## src/rtl/plic_gateway_pkg.sv

```systemverilog
// Shared PLIC definitions: tree widths, gateway defaults and the gateway state encoding.
package plic_gateway_pkg;

    localparam int PLIC_IRQ_NUM   = 31;
    localparam int PLIC_IRQ_WIDTH = $clog2(PLIC_IRQ_NUM + 1);
    localparam int PLIC_LEV_WIDTH = 3;
    localparam int PLIC_MAX_PEND  = 7;

    typedef enum logic [1:0] {
        GW_IDLE = 2'd0,
        GW_PEND = 2'd1,
        GW_BUSY = 2'd2
    } gw_state_e;

endpackage

```

## src/rtl/plic_sync2.sv

```systemverilog
// Two-flop reset-to-0 synchroniser for asynchronous PLIC inputs.
module plic_sync2 (
    input  logic clk_i,
    input  logic rst_n_i,
    input  logic d_i,
    output logic q_o
);

    logic meta;

    // NOTE: flops use non-blocking assignments so both stages sample the pre-edge values.
    always_ff @(posedge clk_i or negedge rst_n_i) begin
        if (!rst_n_i) begin
            meta <= 1'b0;
            q_o  <= 1'b0;
        end else begin
            meta <= d_i;
            q_o  <= meta;
        end
    end

endmodule

```

## src/rtl/plic_gateway.sv

```systemverilog
// Per-source PLIC gateway: turns a level or edge interrupt into one pending request
// and holds it off while the target is servicing the source.
module plic_gateway
    import plic_gateway_pkg::*;
#(
    parameter int unsigned ID        = 1,
    parameter int unsigned MAX_PEND  = PLIC_MAX_PEND,
    parameter int unsigned CNT_WIDTH = $clog2(MAX_PEND + 1)
) (
    input  logic                      clk_i,
    input  logic                      rst_n_i,
    input  logic                      src_i,
    input  logic                      edge_i,
    input  logic                      en_i,
    input  logic [PLIC_LEV_WIDTH-1:0] prio_i,
    input  logic                      claim_i,
    input  logic                      complete_i,
    output logic                      pend_o,
    output logic                      busy_o,
    output logic [PLIC_LEV_WIDTH-1:0] prio_o,
    output logic [PLIC_IRQ_WIDTH-1:0] id_o
);

    localparam logic [PLIC_IRQ_WIDTH-1:0] ID_VAL  = PLIC_IRQ_WIDTH'(ID);
    localparam logic [CNT_WIDTH-1:0]      CNT_MAX = CNT_WIDTH'(MAX_PEND);

    gw_state_e            state;
    gw_state_e            state_nxt;
    logic                 s_sync;
    logic                 s_prev;
    logic                 rise;
    logic                 req;
    logic                 take;
    logic [CNT_WIDTH-1:0] cnt;

    plic_sync2 u_sync (
        .clk_i   (clk_i),
        .rst_n_i (rst_n_i),
        .d_i     (src_i),
        .q_o     (s_sync)
    );

    assign rise = s_sync & ~s_prev;
    assign take = (state == GW_PEND) & claim_i;
    assign req  = edge_i ? ((cnt != '0) | rise) : s_sync;

    // A rise and a claim in the same cycle cancel, so the count stays exact.
    always_ff @(posedge clk_i or negedge rst_n_i) begin
        if (!rst_n_i) begin
            s_prev <= 1'b0;
            cnt    <= '0;
            state  <= GW_IDLE;
        end else begin
            s_prev <= s_sync;
            state  <= state_nxt;
            if (!edge_i) begin
                cnt <= '0;
            end else if (rise && !take) begin
                if (cnt != CNT_MAX) cnt <= cnt + CNT_WIDTH'(1);
            end else if (take && !rise) begin
                if (cnt != '0) cnt <= cnt - CNT_WIDTH'(1);
            end
        end
    end

    // NOTE: next-state is defaulted to the current state first, so no path infers a latch.
    always_comb begin
        state_nxt = state;
        unique case (state)
            GW_IDLE: if (req) state_nxt = GW_PEND;
            GW_PEND: begin
                if (claim_i)                state_nxt = GW_BUSY;
                else if (!edge_i && !s_sync) state_nxt = GW_IDLE;
            end
            GW_BUSY: if (complete_i) state_nxt = GW_IDLE;
            default: state_nxt = GW_IDLE;
        endcase
    end

    assign pend_o = (state == GW_PEND);
    assign busy_o = (state == GW_BUSY);
    assign prio_o = (pend_o && en_i) ? prio_i : '0;
    assign id_o   = ID_VAL;

endmodule

```

## config.mk

```make
export PLATFORM = sky130hd
export DESIGN_NAME = plic_gateway
export DESIGN_NICKNAME = d
export VERILOG_FILES = /design/src/rtl/plic_gateway_pkg.sv /design/src/rtl/plic_sync2.sv /design/src/rtl/plic_gateway.sv
export SDC_FILE = /design/constraint.sdc
export NUM_CORES = 1
export LEC_CHECK = 0
export ABC_AREA = 0
export CAP_MARGIN = 15
export CORE_AREA = 10 10 47 49
export DETAILED_ROUTE_END_ITERATION = 10
export DIE_AREA = 0 0 57 59
export GPL_TIMING_DRIVEN = 0
export PLACE_DENSITY = 0.77
export SETUP_SLACK_MARGIN = 0.3
export SKIP_CTS_REPAIR_TIMING = 1
export SYNTH_ARGS = -nofsm -noshare
export SYNTH_HDL_FRONTEND = slang
export SYNTH_HIERARCHICAL = 1
export SYNTH_SLANG_ARGS = --single-unit
```

## constraint.sdc

```tcl
create_clock -name clk_i -period 2.27 [get_ports clk_i]
set_clock_uncertainty 0.1 [all_clocks]
set_input_delay 0.454 -clock clk_i [delete_from_list [all_inputs] [get_ports clk_i]]
set_output_delay 0.454 -clock clk_i [all_outputs]
set_load 0.05 [all_outputs]
```

Word-level counts from Yosys, hierarchy flattened
Cells that the tools add are included.

storage, ports and cells
  register bits = 8
  latch bits = 0
  memory bits (writable) = 0
  bits in read-only memories = 0
  memories kept = 0

operators by class
  $add $sub $neg = 2
  multipliers = 0
  divide/modulo/power cells = 0
  order comparisons = 0
  eq/ne operators = 9
  shift-type cells = 0
  muxes and demuxes = 12
  bitwise gates (word level) = 4
  reductions and logical operators = 12

operators with widths
  kind                                                    count
  2-to-1 mux 3 bit                                        6
  2-to-1 mux 2 bit                                        4
  inequality test 3 x 1 -> 1 bit (second input constant)  2
  inequality test 3 x 2 -> 1 bit (second input constant)  2
  one-hot mux 2 bit (3 select lines)                      1
  AND reduction 3 bit                                     2
  logical AND 1 bit                                       4
  logical NOT 1 bit                                       4
  inequality test 2 bit (second input constant)           2
  adder 3 x 1 -> 3 bit (second input constant)            1
  inequality test 3 bit (second input constant)           1
  nonzero test 3 bit                                      1
  subtractor 3 x 1 -> 3 bit (second input constant)       1
  bitwise AND 1 bit                                       2
  == test 2 x 1 -> 1 bit (second input constant)          1
  == test 2 bit (second input constant)                   1
  logical NOT 2 bit                                       1
  2-to-1 mux 1 bit                                        1
  NOT 1 bit                                               1
  bitwise OR 1 bit                                        1

Depth between registers and ports, before layout
Gate-level depths: netlist of the first run.

  word-level depth = 7
  gate-level depth with buffers = 7
  gate-level depth less buffers = 6

Cells and area by module
The synthesis of the first run kept the hierarchy.

by module, submodules not included
  module        instances  cells each  area an instance (um2)  sequential area each (um2)
  plic_gateway  1          49          454.2                   150.1
  plic_sync2    1          2           50.0                    50.0

Worst setup path before layout of the first run
Ideal clock, no wire load.

  path kind = reg2out
  start = register state[1]
  end = output prio_o[0]
  arrival time = 1.410 ns
  path slack = 0.306 ns
  cell stages (with the launch flop) = 3
  path buffers = 0
  cell sequence = dfrtp_1 > and2b_1 > and3_1

on the way
  longest elaborated chain between the ends = 3

RTL lines
  item                    RTL line            source
  from (decl)             plic_gateway.sv:27  gw_state_e state;
  from (signal assigned)  plic_gateway.sv:55  state <= state_nxt;
  == test 2 x 1 -> 1 bit  plic_gateway.sv:80  assign pend_o = (state == GW_PEND);
  net pend_o              plic_gateway.sv:18  output logic pend_o,
  logical AND 1 bit       plic_gateway.sv:82  assign prio_o = (pend_o && en_i) ? prio_i : '0;
  2-to-1 mux 3 bit        plic_gateway.sv:82
  to (decl)               plic_gateway.sv:20  output logic [PLIC_LEV_WIDTH-1:0] prio_o,

The timed path passes the listed nets, and every way through them passes these cells.

Final worst setup path of the first run
  start = input en_i
  end = output prio_o[0]

on the way
  longest elaborated chain between the ends = 2

RTL lines
  item               RTL line            source
  from (decl)        plic_gateway.sv:14  input logic en_i,
  logical AND 1 bit  plic_gateway.sv:82
  2-to-1 mux 3 bit   plic_gateway.sv:82

No other way between the ends.

==> results.sh, run 1 <==
export IMPL_outcome="finished, final reports clean"
export IMPL_grt_pass1_wl_mm=1.76
export IMPL_tightest_slew_ps=513
export IMPL_p_leak_nw=0.417
export IMPL_grt_met2_usage=0.129
export IMPL_htreeDepth=1
export IMPL_grt_start_max_net_pins=9
export IMPL_grt_antenna_before_repair=0
export IMPL_clk_latency_ps=240
export IMPL_worst_setup_path_type="in2out"
export IMPL_nets=89
export IMPL_syn_avg_cell_area_sq_um=9.89
export IMPL_yosysSeqAreaShare=0.397
export IMPL_clockBufferDepth=2
export IMPL_routed_via_density=4.68
export IMPL_timing_final_hold_violations=0
export IMPL_syn_inst=51
export IMPL_clk_pin_slew_ps=40
export IMPL_fin_crit_sh=0.895
export IMPL_routed_wl_mm=1.18
export IMPL_cp_data_arrival_time_ps=1480
export IMPL_ys_seq_elements=8
export IMPL_period_minus_slack_ps=2030
export IMPL_powerDensity_nw_per_um2=803
export IMPL_rows=14
export IMPL_io_buffers=14
export IMPL_yosysWarnings=6
export IMPL_post_route_cells_drive_above_1_share=0.303
export IMPL_path_max_fanout=3
export IMPL_vias=431
export IMPL_cts_sinks=8
export IMPL_grt_overflow=0
export IMPL_cp_required_ps=1720
export IMPL_holdWs_ps=255
export IMPL_setup_tns_ps=0
export IMPL_die_area_sq_um=3360
export IMPL_met1_usage=0.0593
export IMPL_cts_tree="yes"
export IMPL_end_kind="primary output"
export IMPL_grt_util_met3=0.00644
export IMPL_ant_nets=0
export IMPL_synth_distinct_cells=27
export IMPL_busiest_layer="met2"
export IMPL_peakVddDrop_v=0.000654
export IMPL_reg2reg_depth=7
export IMPL_syn_cell_area_sq_um=504
export IMPL_initial_utilization=0.360
export IMPL_wl_per_cell_um=12.8
export IMPL_diodes=0
export IMPL_first_pass_iters=4
export IMPL_min_path_cells=0
export IMPL_cts_buffers=3
export IMPL_hold_class="reg2reg"
export IMPL_die_h_um=59
export IMPL_grt_pass1_vias=425
export IMPL_coreArea_sq_um=1400
export IMPL_startpoint_type="primary input"
export IMPL_drv_slew=0
export IMPL_critical_path_slowest_cell="clkdlybuf4s50_1"
export IMPL_root_buffer="clkbuf_4"
export IMPL_setup_viol=0
export IMPL_dieWidth_um=57
export IMPL_nFillCells=135
export IMPL_max_freq_ghz=0.492
export IMPL_maxCapViolations=0
export IMPL_multi_input_area_sq_um=259
export IMPL_synth_edf_count=0
export IMPL_track_usage=0.0652
export IMPL_rsz0062_at_grt="yes"
export IMPL_max_stage_delay_ps=470
export IMPL_syn2layout_area_growth_pct=48.1
export IMPL_drc=0
export IMPL_post_dp_hpwl_um=954
export IMPL_relSlewSlack=0.657
export IMPL_place_gp_congestion=0.886
export IMPL_drt_iter0_drc=4
export IMPL_regArea_sq_um=200
export IMPL_async_reset_ff_frac=1.00
export IMPL_ioPinCount=20
export IMPL_synth_ff_type="dfrtp_1"
export IMPL_crit_chain="clkdlybuf4s50_1 -> and3_1 -> dlymetal6s2s_1"
==> cells by family (layout without fill, tap and decap cells) <==
family	count (synthesis)	count (layout)	synth area share
fa+ha+maj	1	1	0.0397
flops	8	8	0.397
simple gates	16	16	0.211
buf+inv	11	33	0.134
compound gates	13	13	0.203
other cells	2	5	0.0149
==> area by class of cell <==
| cell class | count | share of cell area |
|---|---|---|
| Multi-Input combinational cell | 35 | 0.347 |
| Inverter | 5 | 0.0251 |
| Buffer | 6 | 0.0653 |
| Clock buffer | 3 | 0.0302 |
| Timing Repair Buffer | 19 | 0.238 |
| Tap cell | 16 | 0.0268 |
| Sequential cell | 8 | 0.268 |
==> registers in the layout (all words and copies together), names as in the netlist <==
signal,count
cnt,3
s_prev,1
state,2
u_sync/meta,1
u_sync/q_o,1
==> synthesized netlist by cell type, drive strengths merged (2+ instances only) <==
cell / instances / share of area
nor3: 2 / 0.040
conb: 2 / 0.015
and3: 3 / 0.037
a311oi: 3 / 0.052
dfrtp: 8 / 0.40
buf: 6 / 0.097
nor2b: 2 / 0.025
inv: 5 / 0.037
nand2: 3 / 0.022
==> through the flow <==
stage | instances | instance area [sq um] | utilization | power [mW] | worst slack (ps)
after floorplan | 54 | 515 | - | 0.400 | 306
after global placement | 84 | 676 | 0.482 | 0.478 | -217
after detailed placement | 84 | 676 | 0.482 | 0.484 | -271
after CTS | 87 | 698 | 0.498 | 0.587 | -164
after global routing | 92 | 747 | 0.533 | 0.640 | 180
final | 92 | 747 | 0.533 | 0.599 | 238
==> worst max-delay path: cells and delay by family <==
family	cells	cell delay (ps)
and+or+nand+nor	1	130
buffers and inverters	2	890
==> where the power goes <==
part | internal [mW] | leakage [nW] | switching [mW]
registers | 0.167 | 0.101 | 0.0248
clock network | 0.0598 | 0.0138 | 0.0381
logic | 0.129 | 0.303 | 0.180
total | 0.356 | 0.417 | 0.243
==> cells in the final DEF (no fill, tap or decap), drive strengths merged, types with 3 or more instances in the layout <==
master,instances
buf,11
dfrtp,8
clkdlybuf4s50,8
inv,5
conb,5
clkbuf,5
dlymetal6s2s,4
and3,3
nand2,3
a311oi,3
==> per-layer routing <==
layer / up-vias / part of all wire
met5: - / 0
met4: 0 / 0
met3: 0 / 0.014
met2: 5 / 0.62
met1: 201 / 0.37
li1: 225 / -
==> path summary, 6_finish.rpt <==
check,startpoint,to,slack (ps)
worst min register to register,u_sync/meta,u_sync/q_o,250
worst max register to register,state[1],cnt[2],350
max in group asynchronous,rst_n_i,u_sync/q_o,1460
worst max-delay path,en_i,prio_o[0],240
worst min-delay path,u_sync/meta,u_sync/q_o,250
min in group asynchronous,rst_n_i,cnt[0],370
No activity file was read; power rests on OpenSTA's default activity.
==> run 2: changes to the inputs <==
--- a/config.mk
+++ b/config.mk
@@ -10,8 +10,9 @@
 export CORE_AREA = 10 10 47 49
 export DETAILED_ROUTE_END_ITERATION = 10
 export DIE_AREA = 0 0 57 59
+export DONT_BUFFER_PORTS = 1
 export GPL_TIMING_DRIVEN = 0
-export PLACE_DENSITY = 0.77
+export PLACE_DENSITY = 0.58
 export SETUP_SLACK_MARGIN = 0.3
 export SKIP_CTS_REPAIR_TIMING = 1
 export SYNTH_ARGS = -nofsm -noshare
==> results.sh, run 2 (same netlist as run 1, synthesis figures left out) <==
export IMPL_tightest_slew_ps=584
export IMPL_startpoint_type="flop"
export IMPL_relSlewSlack=0.609
export IMPL_finalNonFillerCells=79
export IMPL_outcome="finished, final reports clean"
export IMPL_cts_tree="yes"
export IMPL_grt_pass1_vias=370
export IMPL_dieWidth_um=57
export IMPL_dp_cells=70
export IMPL_nets=76
export IMPL_cts_sinks=8
export IMPL_fin_util=0.454
export IMPL_pre_cts_slack_ps=235
export IMPL_initial_utilization=0.360
export IMPL_clockBufferDepth=2
export IMPL_hold_class="in2reg"
export IMPL_coreArea_sq_um=1400
export IMPL_crit_start="state[1]"
export IMPL_largest_reg_flops=3
export IMPL_reg_largest_list="cnt x3, state x2"
export IMPL_hold_start="src_i"
export IMPL_period_minus_slack_ps=1940
export IMPL_htreeDepth=1
export IMPL_track_usage=0.0615
export IMPL_worst_setup_path_type="reg2out"
export IMPL_root_buffer="clkbuf_4"
export IMPL_place_gp_congestion=0.828
export IMPL_drc=0
export IMPL_timing_final_hold_violations=0
export IMPL_routed_wl_mm=1.07
export IMPL_powerDensity_nw_per_um2=894
export IMPL_reg2reg_depth=7
export IMPL_wl_per_cell_um=13.5
export IMPL_ioPinCount=20
export IMPL_cts_buffers=3
export IMPL_end_kind="primary output"
export IMPL_p_leak_nw=0.305
export IMPL_fin_crit_sh=0.854
export IMPL_first_pass_iters=4
export IMPL_die_area_sq_um=3360
export IMPL_multi_input_area_sq_um=278
export IMPL_setup_slack_ps=332
export IMPL_drv_slew=0
export IMPL_post_dp_hpwl_um=844
export IMPL_drt_iter0_drc=10
export IMPL_p_total_uw=568
export IMPL_rows=14
export IMPL_final_cell_mix="buf_4, dfrtp_1, inv_1, conb_1"
export IMPL_max_freq_ghz=0.516
export IMPL_peakVddDrop_v=0.000606
export IMPL_routed_via_density=4.87
export IMPL_path_max_fanout=4
export IMPL_maxCapViolations=0
export IMPL_grt_start_max_net_pins=9
export IMPL_post_route_cells_drive_above_1_share=0.413
export IMPL_cp_required_ps=1720
export IMPL_cp_data_arrival_time_ps=1380
export IMPL_vias=385
export IMPL_diodes=0
export IMPL_ant_nets=0
export IMPL_final_common_cell="buf_4"
export IMPL_rsz0062_at_grt="yes"
export IMPL_grt_pass1_wl_mm=1.67
export IMPL_clk_pin_slew_ps=50
export IMPL_min_path_cells=0
export IMPL_die_h_um=59
export IMPL_io_buffers=0
export IMPL_grt_overflow=0
export IMPL_holdWs_ps=136
export IMPL_clk_latency_ps=240
export IMPL_regMostFlops="cnt"
export IMPL_syn2layout_area_growth_pct=26.1
export IMPL_setup_viol=0
export IMPL_nFillCells=148
export IMPL_grt_antenna_before_repair=0
export IMPL_worstReg2RegStart="state[1]"
export IMPL_regArea_sq_um=200
run 2: cell count changes in the layout (fill, tap and decap cells not counted):
cell,previous run,this run
and2b_2,0,1
and3_1,3,0
nor2b_2,0,1
clkbuf_2,2,0
and3_4,0,3
and2b_1,1,0
nor2b_1,2,1
clkdlybuf4s50_1,8,0
dlymetal6s2s_1,4,0
dlygate4sd3_1,0,1
run 2: critical path, cell delays in order (launching register included):
cell and delay (ps):
dfrtp_1 390, and2b_2 410, and3_4 340
run 2: path summary, 6_finish.rpt:
path,endpoint,slack [ps]
min in group asynchronous,cnt[1],440
min reg2reg,u_sync/q_o,250
max,prio_o[2],330
min,u_sync/meta,140
max reg2reg,cnt[2],410
max in group asynchronous,state[1],1390
run 2: metrics by stage:
step           cell area (sq um)  TNS, ps
5_1_grt                      636        0
2_1_floorplan                515        0
3_5_place_dp                 536        0
4_1_cts                      558    -92.3
3_3_place_gp                 536        0
6_report                     636        0
run 2: cell type report:
| cell class | count | area share |
|---|---|---|
| well taps | 16 | 0.0315 |
| clock buffers | 3 | 0.0354 |
| repair buffers | 6 | 0.0748 |
| multi-input cells | 35 | 0.437 |
| flip-flops and latches | 8 | 0.315 |
| plain buffers | 6 | 0.0768 |
| inverters | 5 | 0.0295 |
run 2: per-layer routing:
metal / up-vias / share of wire / GRT usage
met3: 2 / 0.045 / 0.0215
met4: 0 / 0.014 / 0.0403
met5: - / 0 / 0
met2: 9 / 0.55 / 0.101
li1: 195 / - / -
met1: 179 / 0.39 / 0.0657
run 2: where the power goes:
group | internal (mW) | leakage (nW) | switching (mW)
clock | 0.0599 | 0.0138 | 0.0399
combinational | 0.101 | 0.191 | 0.175
sequential | 0.167 | 0.101 | 0.0254
total | 0.328 | 0.305 | 0.240
